## src/rtl/audio_mixer_sd_pkg.sv

```systemverilog
// Shared definitions for the audio mixer: FSM state encoding and gain constants.
package audio_mixer_sd_pkg;

    // Mixer sequencing states.
    typedef enum logic [1:0] {
        ST_IDLE  = 2'd0,
        ST_ACCUM = 2'd1,
        ST_CLAMP = 2'd2
    } mix_state_t;

    // Gain code that passes a channel through unchanged.
    localparam logic [3:0] UNITY_GAIN = 4'd8;

    // Right shift applied to the accumulated mix so that UNITY_GAIN maps to x1.
    localparam int GAIN_SHIFT = 3;

endpackage

```

## src/rtl/audio_mixer_sd_sd_dac.sv

```systemverilog
// First-order sigma-delta DAC with excess-2^OW input coding.
// The sigma latch MSB feeds back as a subtraction of 2^OW, so the ones
// density of the bitstream equals sample / 2^OW.
module sd_dac_ow #(
    parameter int OW = 10
) (
    input  logic          Clk,
    input  logic          Reset,
    input  logic [OW-1:0] sample,
    output logic          dac_out
);

    localparam int SW = OW + 2;
    localparam logic [SW-1:0] SIGMA_RESET = {2'b10, {OW{1'b0}}};

    logic [SW-1:0] sigma_r;
    logic [SW-1:0] delta_s;
    logic [SW-1:0] sigma_next_s;

    // Delta adder folds the MSB feedback into the input; sigma adder integrates it.
    always_comb begin
        delta_s      = {2'b00, sample} + {sigma_r[SW-1], sigma_r[SW-1], {OW{1'b0}}};
        sigma_next_s = delta_s + sigma_r;
    end

    // Sigma latch and the registered output bit taken from its MSB.
    always_ff @(posedge Clk) begin
        if (Reset) begin
            sigma_r <= SIGMA_RESET;
            dac_out <= 1'b0;
        end else begin
            sigma_r <= sigma_next_s;
            dac_out <= sigma_r[SW-1];
        end
    end

endmodule

```

## src/rtl/audio_mixer_sd.sv

```systemverilog
// Stereo multi-channel mixer: snapshots NCH samples per side on a tick,
// accumulates gain-weighted channels one per cycle, saturates the result
// to OW bits and drives one sigma-delta DAC per side.
module audio_mixer_sd
    import audio_mixer_sd_pkg::*;
#(
    parameter int NCH = 4,
    parameter int IW  = 8,
    parameter int OW  = 10
) (
    input  logic              Clk,
    input  logic              Reset,
    input  logic              sample_tick,
    input  logic [NCH*IW-1:0] ch_l,
    input  logic [NCH*IW-1:0] ch_r,
    input  logic [NCH*4-1:0]  gain,
    output logic              audio_left,
    output logic              audio_right,
    output logic              busy,
    output logic              clip_l,
    output logic              clip_r,
    output logic              overrun
);

    localparam int AW   = IW + 4 + $clog2(NCH);
    localparam int PW   = IW + 4;
    localparam int IDXW = (NCH > 1) ? $clog2(NCH) : 1;
    localparam int CW   = (AW > OW) ? AW : OW + 1;
    localparam logic [CW-1:0]   MIX_MAX  = {{(CW-OW){1'b0}}, {OW{1'b1}}};
    localparam logic [IDXW-1:0] IDX_LAST = IDXW'(NCH - 1);

    mix_state_t        state_r;
    mix_state_t        state_next_s;
    logic [IDXW-1:0]   idx_r;
    logic [AW-1:0]     acc_l_r;
    logic [AW-1:0]     acc_r_r;
    logic [NCH*IW-1:0] shadow_l_r;
    logic [NCH*IW-1:0] shadow_r_r;
    logic [NCH*4-1:0]  shadow_g_r;
    logic [OW-1:0]     sample_l_r;
    logic [OW-1:0]     sample_r_r;
    logic              clip_l_r;
    logic              clip_r_r;
    logic              overrun_r;
    logic              busy_r;

    logic              load_s;
    logic              accum_s;
    logic              clamp_s;
    logic              overrun_set_s;

    logic [IW-1:0]     sel_l_s;
    logic [IW-1:0]     sel_r_s;
    logic [3:0]        sel_g_s;
    logic [PW-1:0]     prod_l_s;
    logic [PW-1:0]     prod_r_s;

    logic [CW-1:0]     mix_l_s;
    logic [CW-1:0]     mix_r_s;
    logic [OW-1:0]     clamp_l_s;
    logic [OW-1:0]     clamp_r_s;
    logic              over_l_s;
    logic              over_r_s;

    // State register.
    always_ff @(posedge Clk) begin
        if (Reset) begin
            state_r <= ST_IDLE;
        end else begin
            state_r <= state_next_s;
        end
    end

    // Next-state and control strobes; a tick outside IDLE only raises overrun.
    always_comb begin
        state_next_s  = state_r;
        load_s        = 1'b0;
        accum_s       = 1'b0;
        clamp_s       = 1'b0;
        overrun_set_s = 1'b0;
        case (state_r)
            ST_IDLE: begin
                if (sample_tick) begin
                    load_s       = 1'b1;
                    state_next_s = ST_ACCUM;
                end else begin
                    state_next_s = ST_IDLE;
                end
            end
            ST_ACCUM: begin
                accum_s       = 1'b1;
                overrun_set_s = sample_tick;
                if (idx_r == IDX_LAST) begin
                    state_next_s = ST_CLAMP;
                end else begin
                    state_next_s = ST_ACCUM;
                end
            end
            ST_CLAMP: begin
                clamp_s       = 1'b1;
                overrun_set_s = sample_tick;
                state_next_s  = ST_IDLE;
            end
            default: begin
                state_next_s = ST_IDLE;
            end
        endcase
    end

    // Select the current shadow channel and its gain and form both products.
    always_comb begin
        sel_l_s  = shadow_l_r[int'(idx_r)*IW +: IW];
        sel_r_s  = shadow_r_r[int'(idx_r)*IW +: IW];
        sel_g_s  = shadow_g_r[int'(idx_r)*4 +: 4];
        prod_l_s = PW'(sel_l_s) * PW'(sel_g_s);
        prod_r_s = PW'(sel_r_s) * PW'(sel_g_s);
    end

    // Scale the accumulators down by the gain shift and saturate to OW bits.
    always_comb begin
        mix_l_s = CW'(acc_l_r) >> GAIN_SHIFT;
        mix_r_s = CW'(acc_r_r) >> GAIN_SHIFT;
        if (mix_l_s > MIX_MAX) begin
            clamp_l_s = {OW{1'b1}};
            over_l_s  = 1'b1;
        end else begin
            clamp_l_s = mix_l_s[OW-1:0];
            over_l_s  = 1'b0;
        end
        if (mix_r_s > MIX_MAX) begin
            clamp_r_s = {OW{1'b1}};
            over_r_s  = 1'b1;
        end else begin
            clamp_r_s = mix_r_s[OW-1:0];
            over_r_s  = 1'b0;
        end
    end

    // Datapath: snapshot, accumulate, clamp into the DAC sample registers, flags.
    always_ff @(posedge Clk) begin
        if (Reset) begin
            idx_r      <= {IDXW{1'b0}};
            acc_l_r    <= {AW{1'b0}};
            acc_r_r    <= {AW{1'b0}};
            shadow_l_r <= {(NCH*IW){1'b0}};
            shadow_r_r <= {(NCH*IW){1'b0}};
            shadow_g_r <= {NCH{UNITY_GAIN}};
            sample_l_r <= {OW{1'b0}};
            sample_r_r <= {OW{1'b0}};
            clip_l_r   <= 1'b0;
            clip_r_r   <= 1'b0;
            overrun_r  <= 1'b0;
            busy_r     <= 1'b0;
        end else begin
            if (load_s) begin
                shadow_l_r <= ch_l;
                shadow_r_r <= ch_r;
                shadow_g_r <= gain;
                acc_l_r    <= {AW{1'b0}};
                acc_r_r    <= {AW{1'b0}};
                idx_r      <= {IDXW{1'b0}};
            end else if (accum_s) begin
                acc_l_r <= acc_l_r + AW'(prod_l_s);
                acc_r_r <= acc_r_r + AW'(prod_r_s);
                if (idx_r == IDX_LAST) begin
                    idx_r <= {IDXW{1'b0}};
                end else begin
                    idx_r <= idx_r + IDXW'(1);
                end
            end else if (clamp_s) begin
                sample_l_r <= clamp_l_s;
                sample_r_r <= clamp_r_s;
                clip_l_r   <= over_l_s;
                clip_r_r   <= over_r_s;
            end else begin
                idx_r <= idx_r;
            end
            if (overrun_set_s) begin
                overrun_r <= 1'b1;
            end else begin
                overrun_r <= overrun_r;
            end
            busy_r <= (state_next_s != ST_IDLE);
        end
    end

    sd_dac_ow #(.OW(OW)) u_dac_left (
        .Clk     (Clk),
        .Reset   (Reset),
        .sample  (sample_l_r),
        .dac_out (audio_left)
    );

    sd_dac_ow #(.OW(OW)) u_dac_right (
        .Clk     (Clk),
        .Reset   (Reset),
        .sample  (sample_r_r),
        .dac_out (audio_right)
    );

    assign busy    = busy_r;
    assign clip_l  = clip_l_r;
    assign clip_r  = clip_r_r;
    assign overrun = overrun_r;

endmodule

```

## config.mk

```make
export PLATFORM = sky130hd
export DESIGN_NAME = audio_mixer_sd
export DESIGN_NICKNAME = d
export VERILOG_FILES = /design/src/rtl/audio_mixer_sd_pkg.sv /design/src/rtl/audio_mixer_sd_sd_dac.sv /design/src/rtl/audio_mixer_sd.sv
export SDC_FILE = /design/constraint.sdc
export NUM_CORES = 1
export LEC_CHECK = 0
export ABC_CLOCK_PERIOD_IN_PS = 6400
export CAP_MARGIN = 20
export CORE_ASPECT_RATIO = 0.9
export CORE_MARGIN = 5
export CORE_UTILIZATION = 36
export CTS_BUF_LIST = sky130_fd_sc_hd__clkbuf_4 sky130_fd_sc_hd__clkbuf_8
export DETAILED_ROUTE_END_ITERATION = 10
export PLACE_DENSITY = 0.63
export SYNTH_ARGS = -nofsm -noshare
export SYNTH_HDL_FRONTEND = slang
export SYNTH_SLANG_ARGS = --single-unit
```

## constraint.sdc

```tcl
create_clock -name Clk -period 6.4 [get_ports Clk]
set_input_delay 0.96 -clock Clk [delete_from_list [all_inputs] [get_ports Clk]]
set_output_delay 0.96 -clock Clk [all_outputs]
set_load 0.02 [all_outputs]
```

---- Word level (Yosys, flattened, before mapping) ----
Cells that the tools add are included.
operators by class
  add/subtract/negate cells ............... 7
  multiply operators ...................... 2
  magnitude comparators ................... 2
  eq/ne operators ......................... 3
  shift operators ......................... 3
  multiplexer cells ....................... 13
  bitwise gates (word level) .............. 2
  reductions and logical operators ........ 5
operators by type and width
  operator                                                         number
  variable part select 32 x 6 -> 8 bit                             2
  adder 14 x 12 -> 14 bit                                          2
  adder 11 x 11 -> 12 bit                                          2
  adder 12 bit                                                     2
  multiplier 8 x 4 -> 12 bit                                       2
  greater-than comparator 11 x 10 -> 1 bit, second input constant  2
  two-way mux 10 bit                                               2
  variable part select 16 x 5 -> 4 bit                             1
  two-way mux 1 bit                                                8
  equality test 2 bit, second input constant                       2
  two-way mux 2 bit                                                2
  one-hot mux 2 bit (2 select lines)                               1
  OR reduction 2 bit                                               2
  AND reduction 3 bit                                              1
  adder 2 x 1 -> 2 bit, second input constant                      1
  equality test 2 x 1 -> 1 bit, second input constant              1
  logical NOT 2 bit                                                1
  NOT 1 bit                                                        2
  nonzero test 2 bit                                               1
word-level totals
  register bits after elaboration ......... 162
  output and inout bits ................... 6

---- Longest topological paths before layout ----
  depth in word-level cells ............... 4
  mapped depth ............................ 17
  gate-level depth less buffers ........... 15

---- By module ----
Synthesis repeated with hierarchy kept, for this count alone.
second synthesis, totals
  cell total of the unflattened synthesis .. 1114
  area, all modules ....................... 9635.5 µm²
modules (own cells, without submodules)
  module          instances  cells an instance  area each (µm²)  seq. area each (µm²)
  audio_mixer_sd  1          954                8071.5           2722.6
  sd_dac_ow       2          80                 782.0            260.2

---- Worst setup path before layout ----
OpenSTA, ideal clock, no wires.
  path kind ............................... reg-to-reg
  from .................................... reg idx_r[0]
  to ...................................... reg acc_l_r[11]
  setup time .............................. 63 ps
  arrival time ............................ 4545 ps
  data required time ...................... 6337 ps
  slack ................................... 1792 ps
  cell stages (with the launch flop) ...... 17
  clock period less this slack ............ 4608 ps
  cells stage by stage .................... dfxtp_1 buf_6 mux4_2 clkbuf_1 and2_1 fa_1 fa_1 inv_1 fa_1 inv_1 ha_1 o21ai_0 o21bai_1 a21oi_2 and3b_1 or3_1 nand3_1
on the way
  longest elaborated chain between the ends .. 3
  elaborated cells on any way between the ends .. 4
ends and longest elaborated chain
  what                                                                                          line                                          RTL
  start, declared                                                                               audio_mixer_sd.sv:34                          logic [IDXW-1:0] idx_r;
  start signal, assigned                                                                        audio_mixer_sd.sv:142                         idx_r <= {IDXW{1'b0}};
  start signal, assigned                                                                        audio_mixer_sd.sv:161                         idx_r <= {IDXW{1'b0}};
  start signal, assigned                                                                        audio_mixer_sd.sv:166                         idx_r <= {IDXW{1'b0}};
  variable part select 32 x 6 -> 8 bit or variable part select 16 x 5 -> 4 bit (tied branches)  audio_mixer_sd.sv:112, audio_mixer_sd.sv:114
  multiplier 8 x 4 -> 12 bit (*)                                                                audio_mixer_sd.sv:115                         prod_l_s = PW'(sel_l_s) * PW'(sel_g_s);
  adder 14 x 12 -> 14 bit (*)                                                                   audio_mixer_sd.sv:163                         acc_l_r <= acc_l_r + AW'(prod_l_s);
  end signal, assigned                                                                          audio_mixer_sd.sv:143                         acc_l_r <= {AW{1'b0}};
  end signal, assigned                                                                          audio_mixer_sd.sv:159                         acc_l_r <= {AW{1'b0}};
  end signal, assigned                                                                          audio_mixer_sd.sv:163
  end, declared                                                                                 audio_mixer_sd.sv:35                          logic [AW-1:0] acc_l_r;
Mark *: on every way between the ends. The rest lies on a longest branch, timed or not.
A chain may end at the register's enable or synchronous reset.

---- Worst setup path in the final report ----
  from .................................... reg idx_r[1]
  to ...................................... reg acc_r_r[13]
on the way
  longest elaborated chain between the ends .. 3
  elaborated cells on any way between the ends .. 4
ends and longest elaborated chain
  what                                                                                          line                                          RTL
  variable part select 32 x 6 -> 8 bit or variable part select 16 x 5 -> 4 bit (tied branches)  audio_mixer_sd.sv:113, audio_mixer_sd.sv:114
  multiplier 8 x 4 -> 12 bit (*)                                                                audio_mixer_sd.sv:116                         prod_r_s = PW'(sel_r_s) * PW'(sel_g_s);
  adder 14 x 12 -> 14 bit (*)                                                                   audio_mixer_sd.sv:164                         acc_r_r <= acc_r_r + AW'(prod_r_s);
  end signal, assigned                                                                          audio_mixer_sd.sv:144                         acc_r_r <= {AW{1'b0}};
  end signal, assigned                                                                          audio_mixer_sd.sv:160                         acc_r_r <= {AW{1'b0}};
  end signal, assigned                                                                          audio_mixer_sd.sv:164
  end, declared                                                                                 audio_mixer_sd.sv:36                          logic [AW-1:0] acc_r_r;
Marked as above.

==> results.yml <==
run_status:
  status: "completed"
sta:
  skew_ps: 11.84
  setup_slack_ps: 1551
  period_needed_ps: 4849
  fmax_mhz: 206.2
  relSlewSlack_pct: 39.07
  slew_viol_final: 0
  rsz0062_at_grt: "no"
  setup_tns_ps: 0
  finalHoldViolations: 0
  max_slew.worst_pin.slew_ps: 914.0
  period_share_pct: 75.77
  setup_viol: 0
setup_path:
  critPathKind: "reg -> reg"
  crit_start: "idx_r[1]"
  slowest_delay_ps: 780
  cp_data_required_time_ps: 6750
  startpoint_type: "register"
  reg2reg_to: "acc_r_r[13]"
  worstPathMaxFanout: 14
  r2r_cells: 14
  crit_chain: "mux4_2 > and2_1 > fa_1 > fa_1 > inv_1 > fa_1 > inv_1 > ha_1 > nand2_1 > o21ai_0 > or3b_1 > a31oi_1 > o21ai_1 > mux2i_1"
  endpoint_kind: "register"
  r2r_start: "idx_r[1]"
  crit_path_top_delay_cell: "dfxtp_1"
  r2r_slack_ps: 1550
  worst_ep_arrival_time_ps: 5200
  cp_common_cell: "fa_1"
clocking:
  clockBufferDepth: 2
  postCtsSetupBuffers: 0
  ctsResizeCount: 0
  ctsHoldBuffers: 0
  clk_pin_slew_worst_paths_ps: 90
  clk_latency_ps: 460
  cts.sinks: 162
  cts_tree: "done"
  cts_inserted_buffers: 17
  cts_htree_levels: 4
  clockRootBuffer: "clkbuf_8"
floorplanning:
  rows: 56
  start_util_pct: 36.50
  die_h_um: 164.2
  die_x_um: 181.4
  core-area_sq_um: 26070
  die_area_sq_um: 29780
  ioPinCount: 89
synthesis:
  synth_top_area_share_pct: 34.09
  ys_ff_latch: 162
  synth_area_sq_um: 9514
  netlist_top_cells_area: "dfxtp_1 34%, fa_1 9.3%, ha_1 9.2%"
  yosysSeqAreaShare_pct: 34.09
  ys_async_sr_fraction_pct: 0
  synth_edf_count: 0
  synth_cell_types: 52
  syn_inst: 1116
  synthFlopType: "dfxtp_1"
  syn_nets: 1313
  yosysWarnings: 0
  yosysTopAreaCell: "dfxtp_1"
  post_synth.cell_area_avg_sq_um: 8.525
power_and_ir_drop:
  power.leakage_uw: 0.004672
  irDropWorstVdd_mv: 0.1170
  p_per_area_nw_per_um2: 193.3
layout:
  syn2layout_area_growth_pct: 16.08
  fillerInstances: 2639
  final_cell_mix: "198 x nand2_1, 162 x dfxtp_1, 106 x a21oi_1, 103 x inv_1, 87 x clkdlybuf4s50_1"
  final_common_cell: "nand2_1"
  drive_above_1_share_pct: 5.481
  num-nets-final: 1373
  diodes: 0
  stdcell_count: 1534
route:
  wl_per_cell_um: 13.50
  viasPerCell: 4.819
  drt_iter0_markers: 485
  antenna_left: 0
  drt_pre_antenna_iters: 5
  drc: 0
  wirelength_um: 20710
  vias: 7393
run:
  maxCapViolCount: 0
hold_path:
  hold_start: "shadow_l_r[14]"
  worstHoldPathType: "reg -> reg"
  worstHoldEndpoint: "shadow_l_r[14]"
  hold_path_depth: 2
grt:
  grt.overflow.total: 0
  grt_pass1_wl_um: 35870
  grt_pass1_vias: 7287
  grt_antenna_before_repair: 0
  grt_max_degree: 86
  grt_use_total_pct: 14.44
placed_design:
  place_ws_ps: 1544
  gp_congestion: 0.8481
  port_buffers: 88
  hpwl_um: 15680
  post-place-cells: 1504
## power breakdown
part	switching (uW)	leakage (uW)	internal, uW
Combinational	183	0.00317	151
Clock	376	0.000179	352
Sequential	23.6	0.00132	1050
## cell type report
type / count / area (sq um) / area share (%)
tap: 348 / 435.4 / 3.942
timing repair buffer: 96 / 945.9 / 8.565
multi-input combinational: 796 / 5664 / 51.29
sequential: 162 / 3243 / 29.36
clock buffer: 19 / 255.2 / 2.311
clock inverter: 10 / 113.9 / 1.031
inverter: 103 / 386.6 / 3.501
## worst max-delay path by stage
stage | endpoint | slack [ps] | cells past startpoint
after floorplan | acc_l_r[11] | 1790 | 16
after global placement | acc_r_r[13] | 1590 | 14
after detailed placement | acc_l_r[11] | 1540 | 15
after CTS | acc_l_r[11] | 1520 | 15
after global routing | acc_l_r[12] | 1220 | 14
final | acc_r_r[13] | 1550 | 14
## critical path, delay by kind of cell (launching register included)
family                   cells  cell delay (ps)
adder cells (fa/ha/maj)      4             1880
flip-flops                   1              780
multiplexers                 2              760
AND/OR/NAND/NOR              3              650
AO/OA/AOI/OAI                3              570
buffers and inverters        2               90
## Yosys cell counts (2+ instances only)
cell and instances:
buf_1 6, a211o_1 2, nor2b_1 11, fa_1 44, mux2_2 2, a211oi_1 14, buf_2 4, nor3_1 46
and3_1 4, ha_1 70, xor2_1 7, a2111oi_0 2, nand3b_1 5, nor2_1 78, o21ai_0 26, mux4_2 20
and2_1 58, o31ai_1 3, mux2i_1 12, o31a_1 2, xnor2_1 20, nand3_1 10, a311oi_1 2, or3_1 3
inv_1 103, o21a_1 10, o211ai_1 3, a21oi_1 106, nand4_1 2, o21ai_1 2, nand2_1 199, a21o_1 11
clkbuf_1 42, dfxtp_1 162, o21bai_1 5, nand2b_1 4
## through the flow
| stage | area (sq um) | power, uW | hold WS, ps | util (%) |
|---|---|---|---|---|
| floorplan | 9514 | 1315 | 432.4 | - |
| global placement | 10660 | 1427 | 440.6 | 40.90 |
| detailed placement | 10660 | 1432 | 445.4 | 40.90 |
| CTS | 11030 | 2163 | 457.9 | 42.31 |
| global route | 11040 | 2249 | 474.3 | 42.37 |
| finish | 11040 | 2135 | 454.0 | 42.37 |
## kinds of logic after synthesis
logic type / Yosys count / share of synthesized area, %
buffers and inverters: 158 / 6.418
adder cells (fa/ha/maj): 114 / 18.46
multiplexers: 34 / 6.234
XOR/XNOR: 27 / 2.486
AND/OR/NAND/NOR: 423 / 19.91
AO/OA/AOI/OAI: 198 / 12.40
flip-flops: 162 / 34.09
## state kept, by name, summed over array words and instances, names as in the netlist
register,cells
acc_l_r,14
shadow_g_r,16
overrun,1
u_dac_right.dac_out,1
clip_l,1
shadow_r_r,32
acc_r_r,14
u_dac_left.dac_out,1
sample_r_r,10
state_r,2
busy,1
sample_l_r,10
idx_r,2
clip_r,1
u_dac_right.sigma_r,12
u_dac_left.sigma_r,12
shadow_l_r,32
## layer usage
metal / part of all wire [%] / track usage (%) / up-vias
met5: 0 / 0 / -
met4: 0.77 / 3.206 / 0
met3: 5.0 / 3.322 / 18
met2: 42 / 21.35 / 143
met1: 52 / 21.51 / 3408
li1: - / - / 3824
No activity file was read; power rests on OpenSTA's default activity.
